## src/rtl/s_div_iter_unit_pkg.sv

```systemverilog
// -----------------------------------------------------------------------------
// s_div_iter_unit_pkg
// Shared types and constants for the iterative integer divider.
//   div_state_t : divider control states
//   DIV_N_BITS  : default operand/result width
//   DIV_LAT     : accept-to-valid latency on the normal (iterative) path,
//                 counting the accept edge as the first edge
// -----------------------------------------------------------------------------
package s_div_iter_unit_pkg;

  localparam int DIV_N_BITS = 32;

  function automatic int div_lat(input int n_bits);
    // accept edge + one edge per quotient bit + sign fix-up edge
    return n_bits + 2;
  endfunction

  localparam int DIV_LAT = div_lat(DIV_N_BITS);

  typedef enum logic [1:0] {
    DIV_IDLE = 2'd0,
    DIV_CALC = 2'd1,
    DIV_FIX  = 2'd2,
    DIV_DONE = 2'd3
  } div_state_t;

endpackage

```

## src/rtl/s_div_iter_unit_step.sv

```systemverilog
// -----------------------------------------------------------------------------
// s_div_iter_unit_step
// One radix-2 restoring-division step (purely combinational). Kept separate so
// a higher-radix step can be dropped in without touching the control logic.
//   rem_i  : partial remainder (always < div_i on entry)
//   quot_i : dividend/quotient shift register
//   div_i  : divisor magnitude
//   rem_o  : next partial remainder
//   quot_o : next quotient shift register (new quotient bit in LSB)
// -----------------------------------------------------------------------------
module s_div_iter_unit_step #(
  parameter int N_BITS = 32
) (
  input  logic [N_BITS-1:0] rem_i,
  input  logic [N_BITS-1:0] quot_i,
  input  logic [N_BITS-1:0] div_i,
  output logic [N_BITS-1:0] rem_o,
  output logic [N_BITS-1:0] quot_o
);

  logic [N_BITS:0]   shifted;
  logic              borrow;
  logic [N_BITS-1:0] diff;

  always_comb begin
    // {rem,quot} << 1 : the dividend MSB moves into the remainder
    shifted = {rem_i, quot_i[N_BITS-1]};
    borrow  = (shifted < {1'b0, div_i});
    // When no borrow the true difference is < div_i, so N_BITS bits suffice
    diff    = shifted[N_BITS-1:0] - div_i;
    quot_o  = {quot_i[N_BITS-2:0], ~borrow};
    rem_o   = borrow ? shifted[N_BITS-1:0] : diff;
  end

endmodule

```

## src/rtl/s_div_iter_unit.sv

```systemverilog
// -----------------------------------------------------------------------------
// s_div_iter_unit
// Iterative radix-2 signed/unsigned integer divider, responder side of the
// PE-to-FU handshake. One restoring step per cycle, then a one-cycle sign
// fix-up, then the result is held until the array consumes it.
// Ports:
//   clk_i, rst_n_i : clock, asynchronous active-low reset
//   a_i, b_i       : dividend, divisor (sampled only on accept)
//   signed_i       : 1 = two's-complement operands, 0 = unsigned
//   ops_valid_i    : operands valid
//   clear_i        : synchronous abort, highest priority in every state
//   pea_ready_i    : array-level ready; only gates leaving DONE
//   ready_o        : block can accept operands this cycle
//   valid_o        : quot_o/rem_o hold a result
//   quot_o, rem_o  : quotient (truncated toward zero), remainder (sign of a)
//   busy_o         : operation in flight
// -----------------------------------------------------------------------------
module s_div_iter_unit
  import s_div_iter_unit_pkg::*;
#(
  parameter int N_BITS = DIV_N_BITS
) (
  input  logic              clk_i,
  input  logic              rst_n_i,
  input  logic [N_BITS-1:0] a_i,
  input  logic [N_BITS-1:0] b_i,
  input  logic              signed_i,
  input  logic              ops_valid_i,
  input  logic              clear_i,
  input  logic              pea_ready_i,
  output logic              ready_o,
  output logic              valid_o,
  output logic [N_BITS-1:0] quot_o,
  output logic [N_BITS-1:0] rem_o,
  output logic              busy_o
);

  localparam int                CNT_W    = $clog2(N_BITS);
  localparam logic [N_BITS-1:0] MIN_NEG  = {1'b1, {(N_BITS-1){1'b0}}};
  localparam logic [N_BITS-1:0] ALL_ONES = '1;

  div_state_t        state_q;
  logic              valid_q;
  logic              neg_quot_q;
  logic              neg_rem_q;
  logic [N_BITS-1:0] quot_q;
  logic [N_BITS-1:0] rem_q;
  logic [N_BITS-1:0] div_q;
  logic [CNT_W-1:0]  cnt_q;

  logic [N_BITS-1:0] rem_d;
  logic [N_BITS-1:0] quot_d;

  logic              a_neg;
  logic              b_neg;
  logic              accept;
  logic              div_zero;
  logic              overflow;

  // Conditional two's-complement negation, used for magnitudes and fix-up
  function automatic logic [N_BITS-1:0] cond_neg(input logic [N_BITS-1:0] v,
                                                 input logic              neg);
    return neg ? (~v + {{(N_BITS-1){1'b0}}, 1'b1}) : v;
  endfunction

  assign a_neg    = signed_i & a_i[N_BITS-1];
  assign b_neg    = signed_i & b_i[N_BITS-1];
  assign ready_o  = (state_q == DIV_IDLE) || ((state_q == DIV_DONE) && pea_ready_i);
  assign accept   = ops_valid_i && ready_o && !clear_i;
  assign div_zero = (b_i == '0);
  // MIN_NEG / -1 is the only signed quotient that does not fit
  assign overflow = signed_i && (a_i == MIN_NEG) && (b_i == ALL_ONES);

  s_div_iter_unit_step #(
    .N_BITS (N_BITS)
  ) u_step (
    .rem_i  (rem_q),
    .quot_i (quot_q),
    .div_i  (div_q),
    .rem_o  (rem_d),
    .quot_o (quot_d)
  );

  always_ff @(posedge clk_i or negedge rst_n_i) begin
    if (!rst_n_i) begin
      state_q    <= DIV_IDLE;
      valid_q    <= 1'b0;
      neg_quot_q <= 1'b0;
      neg_rem_q  <= 1'b0;
      quot_q     <= '0;
      rem_q      <= '0;
      div_q      <= '0;
      cnt_q      <= '0;
    end else if (clear_i) begin
      // Abort: data registers are left as-is, only control returns to IDLE
      state_q <= DIV_IDLE;
      valid_q <= 1'b0;
    end else if (accept) begin
      // Accept is only possible from IDLE or a consumed DONE (back-to-back)
      neg_quot_q <= a_neg ^ b_neg;
      neg_rem_q  <= a_neg;
      div_q      <= cond_neg(b_i, b_neg);
      cnt_q      <= CNT_W'(N_BITS - 1);
      if (div_zero) begin
        state_q <= DIV_DONE;
        valid_q <= 1'b1;
        quot_q  <= ALL_ONES;
        rem_q   <= a_i;
      end else if (overflow) begin
        state_q <= DIV_DONE;
        valid_q <= 1'b1;
        quot_q  <= MIN_NEG;
        rem_q   <= '0;
      end else begin
        state_q <= DIV_CALC;
        valid_q <= 1'b0;
        quot_q  <= cond_neg(a_i, a_neg);
        rem_q   <= '0;
      end
    end else begin
      case (state_q)
        DIV_CALC: begin
          rem_q  <= rem_d;
          quot_q <= quot_d;
          cnt_q  <= cnt_q - CNT_W'(1);
          if (cnt_q == '0) begin
            state_q <= DIV_FIX;
          end
        end
        DIV_FIX: begin
          quot_q  <= cond_neg(quot_q, neg_quot_q);
          rem_q   <= cond_neg(rem_q, neg_rem_q);
          state_q <= DIV_DONE;
          valid_q <= 1'b1;
        end
        DIV_DONE: begin
          // Result consumed with no new operands: drop back to IDLE
          if (pea_ready_i) begin
            state_q <= DIV_IDLE;
            valid_q <= 1'b0;
          end
        end
        default: begin
          state_q <= DIV_IDLE;
          valid_q <= 1'b0;
        end
      endcase
    end
  end

  assign valid_o = valid_q;
  assign quot_o  = quot_q;
  assign rem_o   = rem_q;
  assign busy_o  = (state_q != DIV_IDLE);

endmodule

```

## config.mk

```make
export PLATFORM = sky130hd
export DESIGN_NAME = s_div_iter_unit
export DESIGN_NICKNAME = d
export VERILOG_FILES = /design/src/rtl/s_div_iter_unit_pkg.sv /design/src/rtl/s_div_iter_unit_step.sv /design/src/rtl/s_div_iter_unit.sv
export SDC_FILE = /design/constraint.sdc
export NUM_CORES = 1
export LEC_CHECK = 0
export BUFFER_PORTS_ARGS = -buffer_cell sky130_fd_sc_hd__buf_2
export CAP_MARGIN = 25
export CORE_MARGIN = 1.5
export CORE_UTILIZATION = 60
export CTS_CLUSTER_DIAMETER = 120
export DETAILED_ROUTE_END_ITERATION = 8
export PLACE_DENSITY = 0.85
export SLEW_MARGIN = 15
export SYNTH_ARGS = -nofsm -noshare
export SYNTH_HDL_FRONTEND = slang
export SYNTH_SLANG_ARGS = --single-unit
```

## constraint.sdc

```tcl
create_clock -name clk_i -period 8.8 [get_ports clk_i]
set_clock_uncertainty 0.15 [all_clocks]
set_input_delay 1.32 -clock clk_i [delete_from_list [all_inputs] [get_ports clk_i]]
set_output_delay 1.32 -clock clk_i [all_outputs]
set_load 0.01 [all_outputs]
```

==> Yosys cells after proc, flatten, opt, wreduce, memory -nomap -nowiden <==
Index checks and enable logic that the tools add are counted.
{ "word_totals": {"ff_bits": 106, "input_bits": 70, "out_inout_bits": 67, "wordCells": 80} }
{ "classes": {"addsub": 6, "magnitude_cmp": 1, "eq_ne": 10, "muxes": 27, "bitwise_logic": 9, "n_reduce_logical": 19} }
{ "op_table": {"columns": ["cell", "count"], "rows": [
  ["$mux 32", 10],
  ["$add 32x1->32 const B", 4],
  ["$not 32->32", 4],
  ["$pmux 32 s2", 2],
  ["$eq 32x32->1 const B", 2],
  ["$lt 33x32->1", 1],
  ["$logic_not 32->1", 1],
  ["$sub 32x32->32", 1],
  ["$mux 2", 6],
  ["$mux 5", 2],
  ["$ne 3x3->1 const B", 3],
  ["$ne 4x4->1 const B", 2],
  ["$reduce_and 2->1", 4],
  ["$pmux 2 s3", 1],
  ["$reduce_and 3->1", 2],
  ["$logic_and 1x1->1", 5],
  ["$logic_not 5->1", 1],
  ["$mux 1", 5],
  ["$sub 5x1->5 const B", 1],
  ["$eq 2x2->1 const B", 2],
  ["$reduce_bool 2->1", 2],
  ["$pmux 1 s3", 1],
  ["$reduce_bool 3->1", 1],
  ["$and 1x1->1", 2],
  ["6 further kinds", 7]
]} }

==> Logic depth before layout (Yosys ltp) <==
{ "logic_depth": {"depth_word": 7, "mapped_depth": 13, "depth_no_buf": 12} }

==> Hierarchy <==
Synthesis repeated with hierarchy kept, for this count alone.
{ "unflattened": {"cells_unflattened": 1400, "hier_area_um2": 10662.7} }
{ "by_module_without_submodules": {"columns": ["module", "n_inst", "cells_each", "area_per_inst_um2", "seq_area_each_um2"], "rows": [
  ["s_div_iter_unit", 1, 996, 8001.4, 2652.5],
  ["s_div_iter_unit_step", 1, 404, 2661.3, 0.0]
]} }

==> Worst setup path before layout <==
OpenSTA, ideal clock, no wires.
{ "synth_timing": {"path_kind": "input-to-reg", "startpoint": "input b_i[11]", "endpoint": "register rem_q[28], in the netlist rem_o[28]", "setup_ns": 0.104, "arrival_time_ns": 3.373, "t_required_ns": 8.546, "slack_ns": 5.173, "path_stages": 10, "n_path_buf": 2, "path_cell_list": "or4_4 or3_4 or2_0 clkbuf_1 nor4_4 buf_2 nand2_1 a21oi_1 a21oi_1 o311ai_1"} }
{ "synth_between": {"elab_chain_cells": 3} }
{ "synth_rtl": {"columns": ["element", "line", "source"], "rows": [
  ["from (decl)", "s_div_iter_unit.sv:26", "input logic [N_BITS-1:0] b_i,"],
  ["$logic_not 32->1", "s_div_iter_unit.sv:70", "assign div_zero = (b_i == '0);"],
  ["$mux 32", "s_div_iter_unit.sv:104", "if (div_zero) begin"],
  ["$mux 32", "s_div_iter_unit.sv:98", "end else if (accept) begin"],
  ["to (signal assigned)", "s_div_iter_unit.sv:108", "rem_q <= a_i;"],
  ["to (signal assigned)", "s_div_iter_unit.sv:123", "rem_q <= rem_d;"],
  ["to (signal assigned)", "s_div_iter_unit.sv:132", "rem_q <= cond_neg(rem_q, neg_rem_q);"],
  ["to (decl)", "s_div_iter_unit.sv:47", "logic [N_BITS-1:0] rem_q;"]
]} }
Every way passes these cells.
A chain may end at the register's enable or synchronous reset.

==> Worst setup path in the final report <==
{ "layout_timing": {"startpoint": "input a_i[8]", "endpoint": "register quot_q[26], in the netlist quot_o[26]"} }
{ "layout_between": {"elab_chain_cells": 6, "elab_cells_between_ends": 9, "classes_between": "add/sub: 1; eq/ne: 1; mux: 4; bitwise: 1; reduce/logical: 2"} }
{ "layout_rtl": {"columns": ["element", "line", "source"], "rows": [
  ["from (decl)", "s_div_iter_unit.sv:25", "input logic [N_BITS-1:0] a_i,"],
  ["$not 32->32 / $eq 32x32->1 (equally long branches)", "s_div_iter_unit.sv:63, s_div_iter_unit.sv:72", null],
  ["$add 32x1->32 / $logic_and 1x1->1 (equally long branches)", "s_div_iter_unit.sv:63, s_div_iter_unit.sv:72", null],
  ["$mux 32 / $logic_and 1x1->1 (equally long branches)", "s_div_iter_unit.sv:63, s_div_iter_unit.sv:72", null],
  ["$mux 32 *", "s_div_iter_unit.sv:109", "end else if (overflow) begin"],
  ["$mux 32 *", "s_div_iter_unit.sv:104", null],
  ["$mux 32 *", "s_div_iter_unit.sv:98", null],
  ["to (signal assigned)", "s_div_iter_unit.sv:117", "quot_q <= cond_neg(a_i, a_neg);"],
  ["to (signal assigned)", "s_div_iter_unit.sv:124", "quot_q <= quot_d;"],
  ["to (signal assigned)", "s_div_iter_unit.sv:131", "quot_q <= cond_neg(quot_q, neg_quot_q);"],
  ["to (decl)", "s_div_iter_unit.sv:46", "logic [N_BITS-1:0] quot_q;"]
]} }
Mark *: on every way between the ends. The rest lies on a longest branch, timed or not.

==> impl_metrics.json <==
{
  "r2r_cells": 12,
  "end_kind": "register",
  "finalNonFillerCells": 1630,
  "wirelength_mm": 31.2,
  "placementRows": 47,
  "place_congestion": 0.933,
  "finalCritPeriodShare_pct": 50.5,
  "clk_latency_ns": 0.37,
  "ys_seq_elements": 106,
  "final_util_pct": 67.5,
  "grt_pass1_wl_mm": 49.7,
  "crit_buf_inv": 1,
  "fmax_mhz": 225,
  "drive_above_1_share_pct": 13.8,
  "setup_viol_count_final": 0,
  "start_kind": "input pin",
  "synth_area_mm2": 0.0101,
  "drv_slew": 0,
  "hold_viol": 0,
  "top_layer": "met4",
  "detail-route-antenna-nets": 0,
  "async_flop_share_pct": 100,
  "met2_length_mm": 14.2,
  "r2r_slack_ns": 4.53,
  "rsz0062_at_grt": "false",
  "r2r_end": "rem_o[24]",
  "ir_drop_mv": 0.195,
  "syn_avg_cell_area_um2": 7.61,
  "dr_total_vias": 10800,
  "yosysMostFrequentCell": "nand2_1",
  "postCtsSetupBuffers": 0,
  "die_width_um": 132,
  "met3_length_mm": 2.47,
  "via_per_inst": 6.63,
  "coreArea_mm2": 0.0165,
  "status": "completed",
  "drt_iter0_markers": 913,
  "fillers": 1495,
  "yosysWarnings": 0,
  "fin_tns_setup_ns": 0,
  "drc": 0,
  "wl_per_cell_um": 19.1,
  "max-cap-violations": 0,
  "syn_inst": 1321,
  "synth_flop_cell": "dfrtp_1",
  "n_antenna_cell": 0,
  "fp.dieH_um": 132,
  "boundaryPins": 137,
  "wirelength_met1_mm": 13.2,
  "cts_tree": "done",
  "antenna_found_initial": 0,
  "worstHoldEndpoint": "div_q[10]",
  "slowest_stage": "nand2_1",
  "portBuffers": 136,
  "grt_pass1_vias": 9911,
  "initial_core_util_pct": 61.1,
  "cts_made_buffers": 9,
  "grt_start_max_net_pins": 67,
  "powerDensity_mw_per_mm2": 410,
  "grt_usage_pct": 35.0,
  "path_clk_slew_ns": 0.07,
  "clkSinkCount": 106,
  "timing.rr.start": "quot_o[31]",
  "path_cells": "buf_2 -> nor4_1 -> nor3b_1 -> and4_1 -> nand4b_1 -> nand2_1 -> o21ai_0 -> or3_1 -> o221a_2",
  "cellLeakagePower_nw": 4.60,
  "hp-start": "div_q[10]",
  "synth.top_cell.area_share_pct": 26.4,
  "htreeDepth": 3,
  "yosys.area.top_type": "dfrtp_1",
  "critPathTopFamily": "simple AND/OR/NAND/NOR gates",
  "final_nets": 1520,
  "ctsHoldBuffers": 0,
  "dp.cells": 1614,
  "die_area_mm2": 0.0175,
  "cts.path.max_buffers": 2,
  "drt_first_pass_iters": 6,
  "relSlewSlack_pct": 25.6,
  "globalRouteOverflowTotal": 0,
  "min_period_ns": 4.44,
  "syn-num-nets": 1435,
  "slowest_delay_ns": 0.78,
  "post_cts_resized": 0,
  "yosysUniqueCellTypes": 87,
  "tightest_slew_ns": 1.11,
  "critPathArrivalTime_ns": 4.55,
  "required_ns": 8.91,
  "synth_edf_count": 0,
  "synth.area.top_cells": "dfrtp_1 26%, o21ai_0 6.0%, nand2_1 5.6%",
  "clockRootBuffer": "clkbuf_16",
  "whs_path_depth": 2,
  "power_mw": 4.56,
  "regArea_mm2": 0.00265,
  "critical_path_class": "input pin to register",
  "synth_seq_area_share_pct": 26.4,
  "hp-class": "register to register",
  "hpwl_mm": 23.1,
  "synth_commonest_cells": "150 x nand2_1, 120 x o21ai_0, 109 x nor2_1",
  "crit_fanout": 31,
  "multiInputGateArea_mm2": 0.00688,
  "areaGrowthSynthToFinish_pct": 10.6
}
-- final cells by class --
cell class / count / area share (%)
multi-input combinational: 1078 / 61.9
timing repair buffer: 151 / 7.16
clock buffer: 12 / 2.22
clock inverter: 3 / 0.360
tap: 220 / 2.48
inverter: 60 / 2.03
sequential: 106 / 23.9
-- where the power goes --
part / switching (mW) / internal (mW) / leakage [nW]
clock: 0.190 / 0.227 / 0.142
combinational: 1.79 / 1.25 / 3.21
sequential: 0.391 / 0.718 / 1.25
total: 2.37 / 2.19 / 4.60
-- tightest hold or removal path, stage by stage, from the launching register on --
cell and delay, ns:
dfrtp_1 0.34, nand2_1 0.05, o21ai_0 0.06
-- metal layers --
| metal | vias up | track usage (%) |
|---|---|---|
| met5 | - | 0 |
| met4 | 0 | 17.7 |
| met3 | 108 | 3.75 |
| met2 | 605 | 55.8 |
| met1 | 5030 | 47.5 |
| li1 | 5070 | - |
-- sequential cells by signal, summed over array words and instances (netlist names) --
signal      count
rem_o          32
neg_quot_q      1
div_q          32
neg_rem_q       1
state_q         2
valid_o         1
cnt_q           5
quot_o         32
-- placed cells by master (no fill, tap or decap), drive strengths merged, types with 14 or more instances in the layout --
cell / netlist / routed
o211ai: 15 / 15
nor4: 29 / 29
ha: 43 / 43
xor2: 46 / 46
nor3: 53 / 53
o31ai: 17 / 17
buf: 11 / 151
inv: 60 / 60
a21o: 14 / 14
o221ai: 18 / 18
o21ai: 121 / 121
or3: 14 / 14
a21oi: 104 / 104
dfrtp: 106 / 106
nand2: 150 / 150
xnor2: 58 / 58
mux2i: 15 / 15
o21a: 14 / 14
nand3: 29 / 29
or4: 17 / 17
nor2: 109 / 109
-- logic make-up after synthesis --
group / count (synthesis) / share of synthesized area (%)
flops: 106 / 26.4
mux: 16 / 1.61
buf+inv: 137 / 5.36
compound gates: 433 / 28.0
simple gates: 481 / 24.0
fa+ha+maj: 44 / 5.55
xor+xnor: 104 / 9.06
-- through the flow --
step | cell area, um^2 | worst slack [ns] | hold slack [ns]
floorplan | 10100 | 5.17 | 0.300
CTS | 11100 | 4.42 | 0.336
detailed placement | 10800 | 4.05 | 0.321
global placement | 10800 | 4.05 | 0.311
finish | 11100 | 4.36 | 0.328
global route | 11100 | 4.08 | 0.351
-- worst max-delay path by stage --
stage	to	from	cells past startpoint
finish	quot_o[26]	a_i[8]	9
CTS	quot_o[26]	a_i[8]	9
detailed placement	quot_o[26]	a_i[8]	9
global placement	quot_o[26]	a_i[8]	9
floorplan	rem_o[28]	b_i[11]	10
global route	quot_o[26]	a_i[8]	9
(Power assumes the default switching activity.)
